--- src/rtl/bcd_xs3_seq_ctrl.sv ---
// Time-shares one external single-digit BCD->excess-3 converter across a packed multi-digit word.
// Optional macro BCD_XS3_ERR_CHECK_EN flags digits above 9 in err_mask and forces their result nibble to 4'hF.
module bcd_xs3_seq_ctrl #(
  parameter  int DIGITS = 4,
  localparam int IDXW   = (DIGITS > 1) ? $clog2(DIGITS) : 1
) (
  input  logic                clk,
  input  logic                rst,
  input  logic                in_valid,
  output logic                in_ready,
  input  logic [4*DIGITS-1:0] bcd_word,
  input  logic                abort,
  output logic [3:0]          conv_bcd,
  input  logic [3:0]          conv_xs3,
  output logic                busy,
  output logic [IDXW-1:0]     digit_idx,
  output logic                out_valid,
  input  logic                out_ready,
  output logic [4*DIGITS-1:0] xs3_word,
  output logic [DIGITS-1:0]   err_mask
);

  localparam int W = 4 * DIGITS;
  localparam logic [IDXW-1:0] LAST_IDX = IDXW'(DIGITS - 1);

  typedef enum logic [1:0] {IDLE, CONV, DONE} state_t;

  state_t         state;
  logic [W-1:0]   shift_reg;
  logic [3:0]     cap_nibble;
  logic           cap_err;

  // The digit under conversion always comes straight from the shift register,
  // so there is no combinational path from bcd_word to the converter.
  assign conv_bcd = shift_reg[3:0];

  // NOTE: every signal written in always_comb gets a default first, so no latch can be inferred.
  always_comb begin
    cap_nibble = conv_xs3;
    cap_err    = 1'b0;
`ifdef BCD_XS3_ERR_CHECK_EN
    if (conv_bcd > 4'd9) begin
      cap_nibble = 4'hF;
      cap_err    = 1'b1;
    end
`endif
  end

`ifdef BCD_XS3_ERR_CHECK_EN
  logic [DIGITS-1:0] err_q;
  assign err_mask = err_q;
`else
  assign err_mask = '0;
`endif

  // NOTE: state is updated with non-blocking assignments only, so every register
  // samples the pre-edge values of the others regardless of statement order.
  always_ff @(posedge clk or posedge rst) begin
    if (rst) begin
      state     <= IDLE;
      in_ready  <= 1'b0;
      out_valid <= 1'b0;
      busy      <= 1'b0;
      xs3_word  <= '0;
      digit_idx <= '0;
      shift_reg <= '0;
`ifdef BCD_XS3_ERR_CHECK_EN
      err_q     <= '0;
`endif
    end else begin
      case (state)
        IDLE: begin
          // in_ready gates acceptance so the first cycle after reset never accepts.
          if (in_ready && in_valid && !abort) begin
            shift_reg <= bcd_word;
            digit_idx <= '0;
            busy      <= 1'b1;
            in_ready  <= 1'b0;
            state     <= CONV;
`ifdef BCD_XS3_ERR_CHECK_EN
            err_q     <= '0;
`endif
          end else begin
            in_ready  <= 1'b1;
          end
        end

        CONV: begin
          if (abort) begin
            shift_reg <= '0;
            digit_idx <= '0;
            busy      <= 1'b0;
            in_ready  <= 1'b1;
            state     <= IDLE;
          end else begin
            xs3_word[4*digit_idx +: 4] <= cap_nibble;
`ifdef BCD_XS3_ERR_CHECK_EN
            if (cap_err) err_q[digit_idx] <= 1'b1;
`endif
            shift_reg <= shift_reg >> 4;
            if (digit_idx == LAST_IDX) begin
              digit_idx <= '0;
              out_valid <= 1'b1;
              state     <= DONE;
            end else begin
              digit_idx <= digit_idx + 1'b1;
            end
          end
        end

        DONE: begin
          if (abort || out_ready) begin
            out_valid <= 1'b0;
            busy      <= 1'b0;
            in_ready  <= 1'b1;
            state     <= IDLE;
          end
        end

        default: begin
          state     <= IDLE;
          out_valid <= 1'b0;
          busy      <= 1'b0;
          in_ready  <= 1'b0;
        end
      endcase
    end
  end

`ifndef BCD_XS3_ERR_CHECK_EN
  // Capture error flag is only consumed when error checking is built in.
  logic unused_cap_err;
  assign unused_cap_err = cap_err;
`endif

endmodule
--- config.mk ---
export PLATFORM = sky130hd
export DESIGN_NAME = bcd_xs3_seq_ctrl
export DESIGN_NICKNAME = d
export VERILOG_FILES = /design/src/rtl/bcd_xs3_seq_ctrl.sv
export SDC_FILE = /design/constraint.sdc
export NUM_CORES = 1
export LEC_CHECK = 0
export BUFFER_PORTS_ARGS = -buffer_cell sky130_fd_sc_hd__buf_2
export CORE_ASPECT_RATIO = 1.25
export CORE_MARGIN = 2
export CORE_UTILIZATION = 52
export DETAILED_ROUTE_END_ITERATION = 16
export PLACE_DENSITY = 0.77
export SYNTH_ARGS = -nofsm -noshare
export SYNTH_HDL_FRONTEND = slang
export SYNTH_SLANG_ARGS = --single-unit
--- constraint.sdc ---
create_clock -name clk -period 2.5 [get_ports clk]
set_clock_uncertainty 0.1 [all_clocks]
set_input_delay 0 -clock clk [delete_from_list [all_inputs] [get_ports clk]]
set_output_delay 0 -clock clk [all_outputs]
set_load 0.03 [all_outputs]
==> out/metrics.csv <==
stage,metric,value,unit
drt,drt-total-wl,4.31,mm
cts,ctsHoldBuffers,22,
synth,synthDistinctLibCells,41,
cells_and_area,area.growth.synth_to_final,26.8,%
cts,numCtsBuffers,5,
timing,min_period_over_period,86.1,%
global_route,grt_util_met2,33.0,%
flow_run,cap_violations,0,
timing,final-max-slew-violation-count,0,
drt,routed-via-count,1584,
drt,drt_first_pass_iters,4,
synth,avgSynthCellArea,11.9,um^2
cts,cts.sinks,39,
pwr,peakVddDrop,0.670,mV
pwr,power.density,1010,nW/um^2
cts,cts_buffer_depth,2,
synth,netlist_area,2060,um^2
pwr,total_power,2640,uW
drt,drc,0,
critical_path,endpoint_kind,flop,
timing,fin_crit,2150,ps
global_route,grt_usage,20.5,%
global_route,grt_pass1_vias,1459,
global_route,top_usage_layer,met2,
placement,port_buffers,49,
cts,cts_tree,built,
critical_path,critPathBufInv,1,
cts,clock_latency,290,ps
synth,yosys_warnings,0,
timing,finalHoldViolCount,0,
critical_path,crit_family,simple AND/OR/NAND/NOR gates,
cts,htreeDepth,2,
global_route,met3_usage,5.39,%
synth,synthCells,173,
drt,ant_nets,0,
drt,wl_per_cell,14.5,um
timing,tightest_slew,536,ps
cells_and_area,nNetsFinal,279,
floorplanning,die_y,74.4,um
global_route,antenna_found_initial,0,
floorplanning,initial_core_util,54.5,%
floorplanning,coreArea,3780,um^2
timing,fmax,464,MHz
global_route,gr-usage-met1,26.6,%
critical_path,slowest_stage,nor4b_1,
floorplanning,rows,25,
critical_path,cp-start-kind,flop,
placement,place_hpwl,2.93,mm
floorplanning,io_pins,54,
global_route,grt_pass1_wl,6.85,mm
critical_path,cp.required,2630,ps
critical_path,crit_chain,inv_1 > ha_1 > nor4b_1 > and4_1 > a22o_1,
placement,gp_congestion,0.819,
critical_path,critPathKind,reg -> reg,
cts,ctsRootBufferMaster,clkbuf_8,
cells_and_area,postLayoutCoreUtil,69.2,%
global_route,grt_max_degree,40,
cts,clkTransAtPathRegs,70,ps
cts,cts.repair.resized,0,
critical_path,crit_arrival,2280,ps
synth,synth_edf_count,0,
floorplanning,die-area,4490,um^2
cts,post-cts-setup-buffers,0,
drt,via_per_inst,5.33,
drt,drt_iter0_drc,53,
timing,setup_viol,0,
synth,yosysSeqAreaShare,47.3,%
synth,postSynth.asyncResetShare,100,%
cells_and_area,drive_above_1_share,29.6,%
critical_path,worstPathMaxFanout,10,
cells_and_area,diodes,0,
synth,ys.flop_type,dfrtp_1,
critical_path,critPathMaxStageDelay,530,ps
timing,worst_slew_margin_rel,63.8,%
timing,final.setup.tns,0,ps
synth,ys_seq_elements,39,
hold_path,min_path_type,in -> reg,
pwr,p_leak,0.00129,uW
floorplanning,die_w,60.4,um
global_route,grt-ovfl-total,0,
timing,rsz0062_at_grt,no,
outcome,outcome,"complete, no violations",
-- synth_stat cells (2+ instances only) --
master     number  share of area, %
a21oi_1         3              0.73
a22o_1         23               9.8
a31oi_1         2              0.61
buf_2           4              0.97
buf_4           8               2.9
clkbuf_1        2              0.36
dfrtp_1        39                47
ha_1           12               7.3
inv_1          12               2.2
mux2_1          8               4.4
mux2_2          8               4.4
mux2i_1         2              0.97
nand2_1         5              0.91
nand2b_1        2              0.61
nand3_1         2              0.48
nand3b_1        2              0.73
nand4_1         3              0.91
nor2_1          2              0.36
nor2b_1         7               2.1
o21ai_0         2              0.48
o2bb2ai_1       5               2.1
-- cell type report --
cell class                 instances  area (um^2)
fill                             290         1170
sequential                        39          976
multi-input combinational        110          956
timing repair buffer              74          488
clock buffer                       6         72.6
tap                               54         67.6
inverter                          12         45.0
clock inverter                     2         12.5
-- tightest hold or removal path, stage by stage --
cell and delay, ps:
buf_2 100, nand3b_1 120, nand3_1 80, o311ai_0 90
-- cells in the final DEF, fill, tap and decap left out, types with 7 or more instances in the layout --
cell type,count
dfrtp_1,39
nor2b_1,7
mux2_1,8
dlygate4sd3_1,22
a22o_1,23
ha_1,12
mux2_2,8
buf_2,49
inv_1,12
-- metrics by stage --
stage          setup slack (ps)  hold slack, ps  cell area, um^2  instances
3_5_place_dp                405            43.5             2310        267
2_1_floorplan               365            21.9             2080        176
6_report                    347            36.4             2620        297
4_1_cts                     368            27.9             2620        297
3_3_place_gp                466            42.1             2310        267
5_1_grt                     249            85.9             2620        297
-- routing by layer --
layer	share of wire [%]	routed length, um
met4	1.2	51
met5	0	0
met3	5.1	221
met1	44	1880
met2	50	2150
-- report_power, final --
part	leakage, uW	switching (uW)	internal [uW]	total (uW)
Sequential	0.000504	129	831	960
Combinational	0.000748	725	543	1270
Clock	0.0000412	214	195	409
Total	0.00129	1070	1570	2640
-- cells by family (layout without fill, tap and decap cells) --
family                     after synthesis  in the layout  share of synthesized area (%)
adders and majority gates               12             12                           7.27
buffers and inverters                   27             94                           6.97
muxes                                   19             19                           10.8
DFF                                     39             39                           47.3
other                                    1              4                          0.182
AOI/OAI and AO/OA                       42             42                           16.6
and+or+nand+nor                         33             33                           10.9
-- final timing paths --
path | start | slack (ps) | end | cells past startpoint
worst min register to register | xs3_word[10]$_DFFE_PP0P_ | 390 | xs3_word[10]$_DFFE_PP0P_ | 1
min in group asynchronous | rst | 290 | shift_reg[10]$_DFFE_PP0P_ | 4
max in group asynchronous | rst | 1680 | xs3_word[14]$_DFFE_PP0P_ | 4
worst min-delay path | in_valid | 40 | state[1]$_DFFE_PP0P_ | 4
worst max-delay path | digit_idx[0]$_DFFE_PP0P_ | 350 | xs3_word[7]$_DFFE_PP0P_ | 5
worst max register to register | digit_idx[0]$_DFFE_PP0P_ | 350 | xs3_word[7]$_DFFE_PP0P_ | 5
Note: power is estimated with default switching activity, not from simulation.
